File: src/rtl/mcycle_ctrl.sv
// Multicycle control unit: fetch/decode/operand/execute/memory/branch sequencer with start/busy/done handshake.
// Optional memory wait states are enabled by defining CTRL_MEM_HANDSHAKE_EN.
module mcycle_ctrl #(
    parameter int IW   = 8,
    parameter int ALUW = 4
) (
    input  logic                clk,
    input  logic                rst_n,
    input  logic                start,
    input  logic [IW-1:0]       instr,
    input  logic                z_flag,
    input  logic                mem_ack,
    output logic                busy,
    output logic                done,
    output logic                pci,
    output logic [IW/2-1:0]     rst_sel,
    output logic [IW/2-1:0]     a_sel,
    output logic [IW/2-1:0]     b_sel,
    output logic [IW/2-1:0]     c_sel,
    output logic [ALUW-1:0]     alu_op,
    output logic [1:0]          mem_op,
    output logic                mem_req,
    output logic                ir_en,
    output logic                branch,
    output logic [1:0]          mux2_ctrl,
    output logic [3:0]          state
);
    localparam int RSELW = IW / 2;

    typedef enum logic [3:0] {
        S_IDLE = 4'd0, S_FETCH = 4'd1, S_DECODE = 4'd2, S_OPND = 4'd3,
        S_EXEC = 4'd4, S_MEM   = 4'd5, S_BRANCH = 4'd6, S_HALT = 4'd7
    } state_t;

    // Bus selects are registered as a source code; the field itself comes from the IR,
    // because the second instruction word only lands in the IR as EXEC begins.
    typedef enum logic [1:0] {
        SRC_NONE = 2'd0, SRC_LO = 2'd1, SRC_HI = 2'd2, SRC_ONES = 2'd3
    } src_t;

    localparam logic [RSELW-1:0] OP_NOOP  = RSELW'(4'h0);
    localparam logic [RSELW-1:0] OP_CLR   = RSELW'(4'h1);
    localparam logic [RSELW-1:0] OP_LOAD  = RSELW'(4'h2);
    localparam logic [RSELW-1:0] OP_STORE = RSELW'(4'h3);
    localparam logic [RSELW-1:0] OP_COPY  = RSELW'(4'h4);
    localparam logic [RSELW-1:0] OP_INCR  = RSELW'(4'h5);
    localparam logic [RSELW-1:0] OP_ADDI  = RSELW'(4'h6);
    localparam logic [RSELW-1:0] OP_ADDR  = RSELW'(4'h7);
    localparam logic [RSELW-1:0] OP_SUBI  = RSELW'(4'h8);
    localparam logic [RSELW-1:0] OP_SUBR  = RSELW'(4'h9);
    localparam logic [RSELW-1:0] OP_SHL   = RSELW'(4'hA);
    localparam logic [RSELW-1:0] OP_SHR   = RSELW'(4'hB);
    localparam logic [RSELW-1:0] OP_JPNZ  = RSELW'(4'hC);
    localparam logic [RSELW-1:0] OP_OR    = RSELW'(4'hD);
    localparam logic [RSELW-1:0] OP_JPZ   = RSELW'(4'hE);
    localparam logic [RSELW-1:0] OP_END   = RSELW'(4'hF);

    function automatic logic is_two_word(input logic [RSELW-1:0] op);
        return (op == OP_COPY) || (op == OP_ADDI) || (op == OP_ADDR) || (op == OP_SUBI) ||
               (op == OP_SUBR) || (op == OP_SHL)  || (op == OP_SHR)  || (op == OP_OR);
    endfunction

    function automatic logic [RSELW-1:0] sel_field(input src_t src, input logic [IW-1:0] ir);
        case (src)
            SRC_LO:   return ir[RSELW-1:0];
            SRC_HI:   return ir[IW-1:RSELW];
            SRC_ONES: return {RSELW{1'b1}};
            default:  return {RSELW{1'b0}};
        endcase
    endfunction

    state_t           state_r, state_n;
    logic [RSELW-1:0] op_q_r, opcode_s, op_s;
    logic             advance_s;
    logic             pci_r, pci_n, ir_en_r, ir_n, branch_r, br_n, busy_r, done_r, mem_req_r;
    src_t             rs_src_r, a_src_r, b_src_r, c_src_r, rs_n, a_n, b_n, c_n;
    logic [ALUW-1:0]  alu_r, alu_n;
    logic [1:0]       mem_op_r, mem_n, mux2_r, mux_n;

    assign opcode_s = instr[IW-1:RSELW];
    assign op_s     = (state_r == S_DECODE) ? opcode_s : op_q_r;

`ifdef CTRL_MEM_HANDSHAKE_EN
    assign advance_s = mem_ack;
    assign ir_en     = ir_en_r & mem_ack;
`else
    // mem_ack has no effect without wait states; the OR keeps the port referenced.
    assign advance_s = 1'b1 | mem_ack;
    assign ir_en     = ir_en_r;
`endif

    // State and registered Moore outputs.
    always_ff @(posedge clk or negedge rst_n) begin
        if (!rst_n) begin
            state_r   <= S_IDLE;
            op_q_r    <= {RSELW{1'b0}};
            pci_r     <= 1'b0;
            rs_src_r  <= SRC_NONE;
            a_src_r   <= SRC_NONE;
            b_src_r   <= SRC_NONE;
            c_src_r   <= SRC_NONE;
            alu_r     <= {ALUW{1'b0}};
            mem_op_r  <= 2'b00;
            mem_req_r <= 1'b0;
            ir_en_r   <= 1'b0;
            branch_r  <= 1'b0;
            mux2_r    <= 2'b00;
            busy_r    <= 1'b0;
            done_r    <= 1'b0;
        end else begin
            state_r   <= state_n;
            op_q_r    <= op_s;
            pci_r     <= pci_n;
            rs_src_r  <= rs_n;
            a_src_r   <= a_n;
            b_src_r   <= b_n;
            c_src_r   <= c_n;
            alu_r     <= alu_n;
            mem_op_r  <= mem_n;
            mem_req_r <= (mem_n != 2'b00);
            ir_en_r   <= ir_n;
            branch_r  <= br_n;
            mux2_r    <= mux_n;
            busy_r    <= (state_n != S_IDLE) && (state_n != S_HALT);
            done_r    <= (state_n == S_HALT);
        end
    end

    // Next-state selection.
    always_comb begin
        state_n = state_r;
        case (state_r)
            S_IDLE, S_HALT: state_n = start ? S_FETCH : state_r;
            S_FETCH:        state_n = advance_s ? S_DECODE : S_FETCH;
            S_DECODE: begin
                if (is_two_word(opcode_s)) begin
                    state_n = S_OPND;
                end else begin
                    case (opcode_s)
                        OP_CLR, OP_INCR, OP_NOOP: state_n = S_EXEC;
                        OP_LOAD, OP_STORE:        state_n = S_MEM;
                        OP_JPNZ:                  state_n = z_flag ? S_FETCH : S_BRANCH;
                        OP_JPZ:                   state_n = z_flag ? S_BRANCH : S_FETCH;
                        OP_END:                   state_n = S_HALT;
                        default:                  state_n = S_FETCH;
                    endcase
                end
            end
            S_OPND:   state_n = advance_s ? S_EXEC : S_OPND;
            S_EXEC:   state_n = S_FETCH;
            S_MEM:    state_n = advance_s ? S_FETCH : S_MEM;
            S_BRANCH: state_n = S_FETCH;
            default:  state_n = S_IDLE;
        endcase
    end

    // Output decode of the state about to be entered.
    always_comb begin
        pci_n = 1'b0;
        rs_n  = SRC_NONE;
        a_n   = SRC_NONE;
        b_n   = SRC_NONE;
        c_n   = SRC_NONE;
        alu_n = {ALUW{1'b0}};
        mem_n = 2'b00;
        ir_n  = 1'b0;
        br_n  = 1'b0;
        mux_n = 2'b00;
        case (state_n)
            S_FETCH, S_OPND: begin
                mem_n = 2'b01;
                ir_n  = 1'b1;
            end
            S_DECODE: pci_n = 1'b1;
            S_EXEC: begin
                pci_n = is_two_word(op_s);
                case (op_s)
                    OP_CLR:  rs_n = SRC_LO;
                    OP_INCR: begin a_n = SRC_LO; c_n = SRC_LO; alu_n = ALUW'(4'd2); end
                    OP_COPY: begin a_n = SRC_LO; c_n = SRC_HI; alu_n = ALUW'(4'd1); end
                    OP_ADDI, OP_SUBI: begin
                        a_n   = SRC_HI;
                        c_n   = SRC_HI;
                        b_n   = SRC_ONES;
                        mux_n = 2'b01;
                        alu_n = (op_s == OP_ADDI) ? ALUW'(4'd3) : ALUW'(4'd5);
                    end
                    OP_ADDR, OP_SUBR, OP_OR: begin
                        a_n   = SRC_HI;
                        c_n   = SRC_HI;
                        b_n   = SRC_LO;
                        alu_n = (op_s == OP_ADDR) ? ALUW'(4'd4) :
                                (op_s == OP_SUBR) ? ALUW'(4'd6) : ALUW'(4'd9);
                    end
                    OP_SHL, OP_SHR: begin
                        a_n   = SRC_HI;
                        c_n   = SRC_HI;
                        mux_n = 2'b01;
                        alu_n = (op_s == OP_SHL) ? ALUW'(4'd7) : ALUW'(4'd8);
                    end
                    default: begin
                        rs_n = SRC_NONE;
                    end
                endcase
            end
            S_MEM: mem_n = (op_s == OP_STORE) ? 2'b11 : 2'b10;
            S_BRANCH: begin
                a_n   = SRC_LO;
                c_n   = SRC_ONES;
                alu_n = ALUW'(4'd1);
                br_n  = 1'b1;
            end
            default: begin
                pci_n = 1'b0;
            end
        endcase
    end

    assign state     = state_r;
    assign busy      = busy_r;
    assign done      = done_r;
    assign pci       = pci_r;
    assign rst_sel   = sel_field(rs_src_r, instr);
    assign a_sel     = sel_field(a_src_r, instr);
    assign b_sel     = sel_field(b_src_r, instr);
    assign c_sel     = sel_field(c_src_r, instr);
    assign alu_op    = alu_r;
    assign mem_op    = mem_op_r;
    assign mem_req   = mem_req_r;
    assign branch    = branch_r;
    assign mux2_ctrl = mux2_r;
endmodule

File: config.mk
export PLATFORM = sky130hd
export DESIGN_NAME = mcycle_ctrl
export DESIGN_NICKNAME = d
export VERILOG_FILES = /design/src/rtl/mcycle_ctrl.sv
export SDC_FILE = /design/constraint.sdc
export NUM_CORES = 1
export LEC_CHECK = 0
export ABC_AREA = 0
export BUFFER_PORTS_ARGS = -buffer_cell sky130_fd_sc_hd__buf_2
export CAP_MARGIN = 5
export CORE_ASPECT_RATIO = 1.75
export CORE_MARGIN = 4
export CORE_UTILIZATION = 30
export CTS_BUF_LIST = sky130_fd_sc_hd__clkbuf_4
export DETAILED_ROUTE_END_ITERATION = 6
export PLACE_DENSITY = 0.61
export SETUP_SLACK_MARGIN = 0.2
export SLEW_MARGIN = 20
export SYNTH_ARGS = -nofsm -noshare
export SYNTH_HDL_FRONTEND = slang
export SYNTH_SLANG_ARGS = --single-unit
export TNS_END_PERCENT = 1
File: constraint.sdc
create_clock -name clk -period 2.7 [get_ports clk]
set_input_delay 0.54 -clock clk [delete_from_list [all_inputs] [get_ports clk]]
set_output_delay 0.54 -clock clk [all_outputs]
set_load 0.02 [all_outputs]
Word level (Yosys, flattened, before mapping)
Index checks and enable logic that the tools add are counted.

Eq/ne operators: 53. Mux-type cells: 32. Reductions and logical operators: 31.

Operator list (number): 4-bit by 3-bit equality test with 1-bit output (second input constant) (16); 4-bit equality test (second input constant) (13); 4-bit case mux with 3 select lines (4); 4-bit case mux with 5 select lines (2); 4-bit by 2-bit equality test with 1-bit output (second input constant) (7); 2-bit case mux with 2 select lines (6); 4-bit 2-to-1 mux (5); 2-bit equality test (second input constant) (8); 4-bit by 1-bit equality test with 1-bit output (second input constant) (4); 3-bit case mux with 5 select lines (1); 1-bit logical OR (14); 3-bit 2-to-1 mux (4); 2-bit OR reduction (6); 3-bit OR reduction (3); 2-bit by 1-bit equality test with 1-bit output (second input constant) (4); 4-bit logical NOT (2); 4-bit case mux with 2 select lines (1); 8-bit OR reduction (1); 1-bit 2-to-1 mux (7); 7-bit OR reduction (1); 4-bit by 3-bit != test with 1-bit output (second input constant) (1); 4-bit nonzero test (1); 4-bit OR reduction (1); 2-bit 2-to-1 mux (1); 3 further kinds (3).

Register bits: 30. Word-level logic and storage cells: 131.

Logic depth before layout (Yosys ltp)
Gate-level depths: netlist (run 1).

Depth in word-level cells: 14. Gate-level depth with buffers: 7. Gate-level depth less buffers: 6.

Least setup slack after synthesis (run 1)
OpenSTA, ideal clock, no wires.

Path type: register to register. Start: register state_r[3], in the netlist state[3]. End: register mem_op_r[0], in the netlist mem_op[0]. Setup time: 78 ps. Data arrival time: 2072 ps. Setup slack: 550 ps. Cell stages (with the launch flop): 6. Cells stage by stage: dfrtp_1 > nor4b_4 > mux2i_1 > nand2_1 > a2111o_1 > a21boi_1.

Cells in the longest elaborated chain, start to end: 6. Elaborated cells on any way between the ends: 20.

Ends and longest elaborated chain: from (decl) (RTL line 72) `state_t state_r, state_n;`; from (signal assigned) (RTL line 111) `state_r <= state_n;`; 4-bit by 3-bit equality test with 1-bit output / 4-bit logical NOT (equally long branches) (RTL line 132) `case (state_r)`; 3-bit OR reduction (no source line) / 2-bit OR reduction (equally long branches); 4-bit case mux with 5 select lines (RTL line 132); 4-bit by 1-bit equality test with 1-bit output / 4-bit by 2-bit equality test with 1-bit output (equally long branches) (RTL line 169) `case (state_n)`; 2-bit OR reduction (RTL line 169); 2-bit case mux with 2 select lines (*) (RTL line 169); named net mem_n[0] (RTL line 78) `logic [1:0] mem_op_r, mem_n, mux2_r, mux_n;`; to (signal assigned) (RTL line 119) `mem_op_r <= mem_n;`; to (decl) (RTL line 78).

Mark *: on every way through the listed nets, which the timed path passes. The rest lies on a longest branch.

Final worst setup path (run 1)
Start: register state_r[2], in the netlist state[2]. End: register b_src_r[1].

Cells in the longest elaborated chain, start to end: 6. Elaborated cells on any way between the ends: 23.

Ends and longest elaborated chain: 4-bit by 2-bit equality test with 1-bit output (*) (RTL line 81) `assign op_s = (state_r == S_DECODE) ? opcode_s : op_q_r;`; 4-bit 2-to-1 mux (*) (RTL line 81); named net op_s[2] (RTL line 73) `logic [RSELW-1:0] op_q_r, opcode_s, op_s;`; 4-bit by 3-bit equality test with 1-bit output / 4-bit equality test (equally long branches) (RTL line 177) `case (op_s)`; 3-bit OR reduction / 2-bit OR reduction (equally long branches); 2-bit case mux with 2 select lines (*) (RTL line 177); 2-bit 2-to-1 mux (*) (RTL line 169); named net b_n[1] (RTL line 76) `src_t rs_src_r, a_src_r, b_src_r, c_src_r, rs_n, a_n, b_n, c_n;`; to (signal assigned) (RTL line 116) `b_src_r <= b_n;`; to (decl) (RTL line 76).

Marks and branches as above.

==> run_results.csv, run 1 <==
group,metric,value,unit
timing,max_freq,450,MHz
final_layout,nets,241,
yosys,synth_area,1590,µm²
grt,grt_max_degree,29,
yosys,synthArstFlopShare,100,%
placement,hpwl,3.06,mm
grt,grt_use_met1,12.1,%
grt,grt_busiest_layer,"met2",
worst_setup_path,critPathMaxFanout,8,
yosys,synth_top_area_share,44.0,%
yosys,synth_edf_count,0,
grt,grtUsageMet3,1.84,%
grt,overflow,0,
floorplanning,dieWidth,63.1,µm
clocking,htreeDepth,1,
power_and_ir_drop,power_frac_comb,38.5,%
floorplanning,die_y,104,µm
worst_setup_path,crit_path_start_kind,"register",
power_and_ir_drop,peakVddDrop,0.000179,V
floorplanning,ioPinCount,47,
floorplanning,die-area,6580,µm²
yosys,synth_ff_type,"dfrtp_1",
power_and_ir_drop,seq_power_share,39.4,%
timing,tightestPinTransition,0.620,ns
floorplanning,placementRows,34,
timing,period_needed,2.22,ns
floorplanning,initial_utilization,31.4,%
grt,grt_pass1_vias,1474,
power_and_ir_drop,p_switching,0.000479,W
yosys,syn_avg_cell_area,8.60,µm²
final_layout,final_cell_mix,"44 x buf_2, 33 x nor2_1, 28 x dfrtp_1, 23 x a21oi_1, 9 x nand2_1",
clocking,cts_hold_buf,0,
routing,vias,1433,
floorplanning,core_area,5060,µm²
power_and_ir_drop,p_int,0.000792,W
clocking,cts_sinks,28,
worst_setup_path,crit_type,"register to register",
clocking,clk_path_buf_depth,2,
routing,routed_wl,4.04,mm
clocking,post_cts_buffers,0,
clocking,root_buffer,"clkbuf_4",
grt,track_usage,12.4,%
job,cap_violations,0,
final_layout,final_common_cell,"buf_2",
final_layout,nFillCells,508,
timing,relSlewSlack,58.6,%
clocking,clk_latency,0.35,ns
timing,finalSetupViolCount,0,
worst_setup_path,crit_required,2.94,ns
yosys,yosysTopAreaCell,"dfrtp_1",
routing,drtIter0Drc,71,
worst_setup_path,setup.worst_path.end_class,"register",
routing,drtAntennaViolNets,0,
power_and_ir_drop,switching_share,37.7,%
worst_setup_path,reg2reg_depth,6,
outcome,outcome,"completed",
placement,numPortBuffers,44,
yosys,synth-seq-cells,28,
clocking,clk_pin_slew,0.16,ns
timing,hold_viol_final,0,
worst_setup_path,arrival,2.46,ns
clocking,cts-buffers-inserted,3,
grt,antenna_found_initial,0,
yosys,syn_inst,185,
power_and_ir_drop,p_per_area,666,nW/µm²
yosys,ys_top_cells_by_area,"dfrtp_1 44%, nor2_1 7.8%, a21oi_1 7.2%, mux2i_2 2.6%, nor3_1 2.5%",
placement,gp_congestion,0.844,
timing,setup-tns-final,0,ns
routing,vias_per_cell,5.10,
timing,fin_worst_skew,0.0108,ns
clocking,ctsResizeCount,0,
final_layout,areaGrowthSynthToFinish,20.0,%
timing,drv_slew,0,
clocking,cts_tree,"yes",
power_and_ir_drop,p_leak,0.959,nW
grt,met2_usage,24.0,%
yosys,yosysSeqAreaShare,44.0,%
grt,grt_pass1_wl,6.62,mm
final_layout,n_antenna_cell,0,
routing,wl_per_cell,14.4,µm
yosys,yosysWarningCount,0,
final_layout,drive_above_1_share,27.8,%
routing,drcViolationCount,0,
timing,rsz0062_at_grt,"false",
power_and_ir_drop,total_power,0.00127,W
routing,drtPass1Iterations,6,
power_and_ir_drop,clkPwrFrac,22.1,%
yosys,synthDistinctLibCells,46,
timing,fin_crit_sh,82.2,%
hold_path,hold_class,"primary input to async pin",
==> flip-flops by register name, summed over array words and instances, names as in the netlist <==
| name | flops |
|---|---|
| mem_req | 1 |
| alu_op | 4 |
| done | 1 |
| branch | 1 |
| ir_en | 1 |
| c_src_r | 2 |
| state | 4 |
| mem_op | 2 |
| pci | 1 |
| b_src_r | 2 |
| mux2_ctrl | 1 |
| busy | 1 |
| a_src_r | 2 |
| op_q_r | 4 |
| rs_src_r | 1 |
==> cells by family (layout without fill, tap and decap cells) <==
group / after synthesis / after routing / synth area share [%]
AOI/OAI and AO/OA: 50 / 50 / 19.6
buffers and inverters: 22 / 63 / 6.53
DFF: 28 / 28 / 44.0
and+or+nand+nor: 77 / 77 / 24.7
muxes: 5 / 5 / 3.85
xor gates and xnor gates: 2 / 2 / 1.10
other: 1 / 2 / 0.236
==> Yosys cell counts (all sizes together), types with 3 or more instances <==
master and n:
o21ai 8, clkbuf 6, a21oi 23, and2 5, buf 5, nor2b 3, nor3 9, nand3 3
dfrtp 28, nand2 10, nor2 33, nor4 3, inv 9, nand2b 3, a21o 4, mux2i 5
==> metrics by stage <==
step / std cells / instance area [µm²] / worst slack (ns) / hold slack, ns / util [%]
global placement: 277 / 1860 / 0.486 / 0.581 / 36.7
floorplan: 186 / 1600 / 0.550 / 0.244 / -
finish: 281 / 1910 / 0.480 / 0.182 / 37.7
CTS: 281 / 1910 / 0.490 / 0.196 / 37.7
detailed placement: 277 / 1860 / 0.519 / 0.590 / 36.7
global route: 281 / 1910 / 0.298 / 0.221 / 37.7
==> cell type report <==
cell class | instances | area [µm²] | share of cell area [%]
multi-input cells | 136 | 791 | 41.4
well taps | 54 | 67.6 | 3.54
clock buffers | 3 | 22.5 | 1.18
clock inverters | 1 | 30.0 | 1.57
repair buffers | 48 | 250 | 13.1
inverters | 11 | 47.5 | 2.49
flip-flops and latches | 28 | 701 | 36.7
==> final timing paths <==
kind / from / end / slack, ns
worst min-delay path: rst_n / c_src_r[1]$_DFF_PN0_ / 0.18
worst max-delay path: state[2]$_DFF_PN0_ / b_src_r[1]$_DFF_PN0_ / 0.48
max in group asynchronous: rst_n / c_src_r[0]$_DFF_PN0_ / 2.11
min in group clk: op_q_r[0]$_DFF_PN0_ / op_q_r[0]$_DFF_PN0_ / 0.68
worst max register to register: state[2]$_DFF_PN0_ / b_src_r[1]$_DFF_PN0_ / 0.48
worst min register to register: op_q_r[0]$_DFF_PN0_ / op_q_r[0]$_DFF_PN0_ / 0.68
==> power by group through the flow <==
stage / clock network, W / logic, W / registers [W]
after CTS: 0.000290 / 0.000489 / 0.000500
after detailed placement: 0 / 0.000487 / 0.000508
after global routing: 0.000301 / 0.000541 / 0.000506
final: 0.000281 / 0.000489 / 0.000500
after global placement: 0 / 0.000486 / 0.000507
after floorplan: 0 / 0.000345 / 0.000521
==> routing by layer <==
metal | wire [µm] | share of wire, %
met5 | 0 | 0
met1 | 1530 | 38
met4 | 103 | 2.6
met2 | 2230 | 55
met3 | 168 | 4.2
==> worst max-delay path, stage by stage, from the launching register on <==
cell	delay, ns
dfrtp_1	0.51
nor4b_4	0.40
mux2i_2	0.43
inv_2	0.16
nor2_1	0.25
a21oi_1	0.11
nor4_1	0.26
Note: power is estimated with default switching activity, not from simulation.
==> inputs of run 2 (changes only) <==
--- a/config.mk
+++ b/config.mk
@@ -13,7 +13,7 @@
 export CORE_UTILIZATION = 30
 export CTS_BUF_LIST = sky130_fd_sc_hd__clkbuf_4
 export DETAILED_ROUTE_END_ITERATION = 6
-export PLACE_DENSITY = 0.61
+export PLACE_DENSITY = 0.63
 export SETUP_SLACK_MARGIN = 0.2
 export SLEW_MARGIN = 20
 export SYNTH_ARGS = -nofsm -noshare
==> constraint.sdc (replaced) <==
create_clock -name clk -period 1.8 [get_ports clk]
set_input_delay 0.36 -clock clk [delete_from_list [all_inputs] [get_ports clk]]
set_output_delay 0.36 -clock clk [all_outputs]
set_load 0.02 [all_outputs]
==> run_results.csv, run 2 (synthesized netlist as in run 1, its figures left out) <==
group,metric,value,unit
placement,numPortBuffers,44,
clocking,clk_pin_slew,0.16,ns
grt,track_usage,14.1,%
clocking,cts_sinks,28,
worst_setup_path,reg2reg_depth,6,
job,cap_violations,0,
power_and_ir_drop,p_int,0.00142,W
worst_setup_path,crit_path_start_kind,"register",
worst_setup_path,setup.worst_path.end_class,"register",
power_and_ir_drop,peakVddDrop,0.000382,V
power_and_ir_drop,power_frac_comb,56.7,%
final_layout,final_common_cell,"buf_2",
clocking,clk_path_buf_depth,2,
worst_setup_path,cp_slowest_cell,"dfrtp_2",
worst_setup_path,crit_required,2.06,ns
worst_setup_path,critPathMaxFanout,7,
routing,vias_per_cell,4.94,
timing,drv_slew,0,
final_layout,nets,280,
final_layout,final_cell_mix,"44 x buf_2, 35 x buf_4, 29 x nor2_1, 25 x dfrtp_1, 21 x a21oi_1",
outcome,violations,"setup timing",
routing,routed_wl,4.43,mm
floorplanning,placementRows,34,
power_and_ir_drop,p_leak,1.17,nW
clocking,htreeDepth,1,
grt,grt_pass1_wl,7.58,mm
routing,drtAntennaViolNets,0,
timing,max_freq,515,MHz
worst_setup_path,reg2reg_from,"state[0]$_DFF_PN0_",
timing,tightestPinTransition,0.625,ns
timing,finalSetupViolCount,11,
floorplanning,die_y,104,µm
hold_path,hold_class,"primary input to async pin",
worst_setup_path,arrival,2.20,ns
floorplanning,ioPinCount,47,
grt,overflow,0,
routing,drcViolationCount,0,
worst_setup_path,rrSetupSlack,-0.14,ns
floorplanning,die-area,6580,µm²
timing,rsz0062_at_grt,"true",
routing,drtIter0Drc,51,
power_and_ir_drop,p_per_area,991,nW/µm²
final_layout,n_antenna_cell,0,
placement,dpl_cell_area,2170,µm²
worst_setup_path,rr_endpoint,"mem_op[0]$_DFF_PN0_",
power_and_ir_drop,p_switching,0.000954,W
timing,fin_ws,-0.142,ns
timing,fin_worst_skew,0.0180,ns
routing,vias,1581,
clocking,cts-buffers-inserted,3,
timing,hold_viol_final,0,
power_and_ir_drop,clkPwrFrac,11.4,%
timing,relSlewSlack,58.3,%
placement,hpwl,3.41,mm
final_layout,nFillCells,475,
outcome,outcome,"complete, but fails checks",
floorplanning,core_area,5060,µm²
clocking,clk_latency,0.33,ns
placement,gp_congestion,0.842,
final_layout,fin_util,47.3,%
timing,fin_crit_sh,108,%
routing,drtPass1Iterations,4,
final_layout,drive_above_1_share,48.9,%
clocking,cts_tree,"yes",
clocking,root_buffer,"clkbuf_4",
final_layout,post-route-cell-area,2390,µm²
power_and_ir_drop,seq_power_share,32.0,%
worst_setup_path,crit_type,"register to register",
timing,period_needed,1.94,ns
floorplanning,initial_utilization,31.4,%
grt,antenna_found_initial,0,
grt,grt_max_degree,29,
worst_setup_path,crit_chain,"nor4b_4 > buf_12 > mux2i_4 > nand2_2 > a2111o_1 > a21boi_1",
power_and_ir_drop,switching_share,40.2,%
worst_setup_path,cp_slowest_stage_delay,0.45,ns
floorplanning,dieWidth,63.1,µm
final_layout,areaGrowthSynthToFinish,50.4,%
grt,grt_pass1_vias,1654,
clocking,cts_hold_buf,0,
routing,wl_per_cell,13.8,µm
run 2: cell types whose count changed in the layout (fill, tap and decap cells not counted), moves of 3 or more:
cell / change
buf_4: +31
buf_6: +7
mux2i_4: +4
nor2_1: -4
o21ai_0: -4
dfrtp_1: -3
dfrtp_2: +3
nor2_2: +3
nor3_1: -3
nor4_1: -3
nor4_2: +3
o21ai_1: +3
run 2: metal layers:
layer  vias up  routed length [µm]  global-route usage (%)
li1        802                   -                       -
met1       737                1700                    15.1
met2        40                2530                    27.2
met3         2                 157                    1.51
met4         0                  47                    5.69
met5         -                   0                       0
run 2: worst max path at each step:
| stage | endpoint | start |
|---|---|---|
| 2_1_floorplan | alu_op[3]$_DFF_PN0_ | state[0]$_DFF_PN0_ |
| 3_3_place_gp | alu_op[1]$_DFF_PN0_ | state[0]$_DFF_PN0_ |
| 5_1_grt | b_src_r[0]$_DFF_PN0_ | state[0]$_DFF_PN0_ |
| 3_5_place_dp | alu_op[1]$_DFF_PN0_ | state[0]$_DFF_PN0_ |
| 4_1_cts | mem_op[0]$_DFF_PN0_ | state[2]$_DFF_PN0_ |
| 6_report | mem_op[0]$_DFF_PN0_ | state[0]$_DFF_PN0_ |
run 2: area by class of cell:
class / instances / area [µm²] / share of cell area [%]
multi-input cells: 136 / 962 / 40.2
repair buffers: 87 / 582 / 24.3
inverters: 11 / 51.3 / 2.14
well taps: 54 / 67.6 / 2.82
flip-flops and latches: 28 / 704 / 29.4
clock inverters: 1 / 3.75 / 0.157
clock buffers: 3 / 22.5 / 0.941
run 2: critical path, delay by kind of cell, from the launching register on:
| family | cells | cell delay, ns |
|---|---|---|
| buffers and inverters | 1 | 0.18 |
| muxes | 1 | 0.33 |
| DFF | 1 | 0.45 |
| AOI/OAI and AO/OA | 2 | 0.48 |
| and+or+nand+nor | 2 | 0.44 |
run 2: power groups by stage:
stage | clock (W) | combinational [W] | sequential (W)
floorplan | 0 | 0.000545 | 0.000792
global placement | 0 | 0.00104 | 0.000764
detailed placement | 0 | 0.00104 | 0.000765
CTS | 0.000278 | 0.00116 | 0.000757
global route | 0.000317 | 0.00145 | 0.000767
finish | 0.000269 | 0.00134 | 0.000758
run 2: through the flow:
| stage | std cells | setup slack (ns) | power, W | setup TNS [ns] | hold WS, ns |
|---|---|---|---|---|---|
| floorplan | 186 | -0.195 | 0.00134 | -1.90 | 0.0644 |
| global placement | 313 | -0.163 | 0.00180 | -1.30 | 0.405 |
| detailed placement | 313 | -0.185 | 0.00181 | -1.42 | 0.421 |
| CTS | 319 | -0.153 | 0.00220 | -1.49 | 0.0423 |
| global route | 320 | -0.234 | 0.00253 | -2.41 | 0.0498 |
| finish | 320 | -0.142 | 0.00237 | -1.06 | 0.0201 |
run 2: what timing repair did:
item / in CTS / in global routing
gates resized for setup: 17 / 27
setup endpoints to repair: 19 / 36
endpoints found under the hold margin: 0 / 0
setup buffers: 2 / 1
pin swaps: 3 / 10
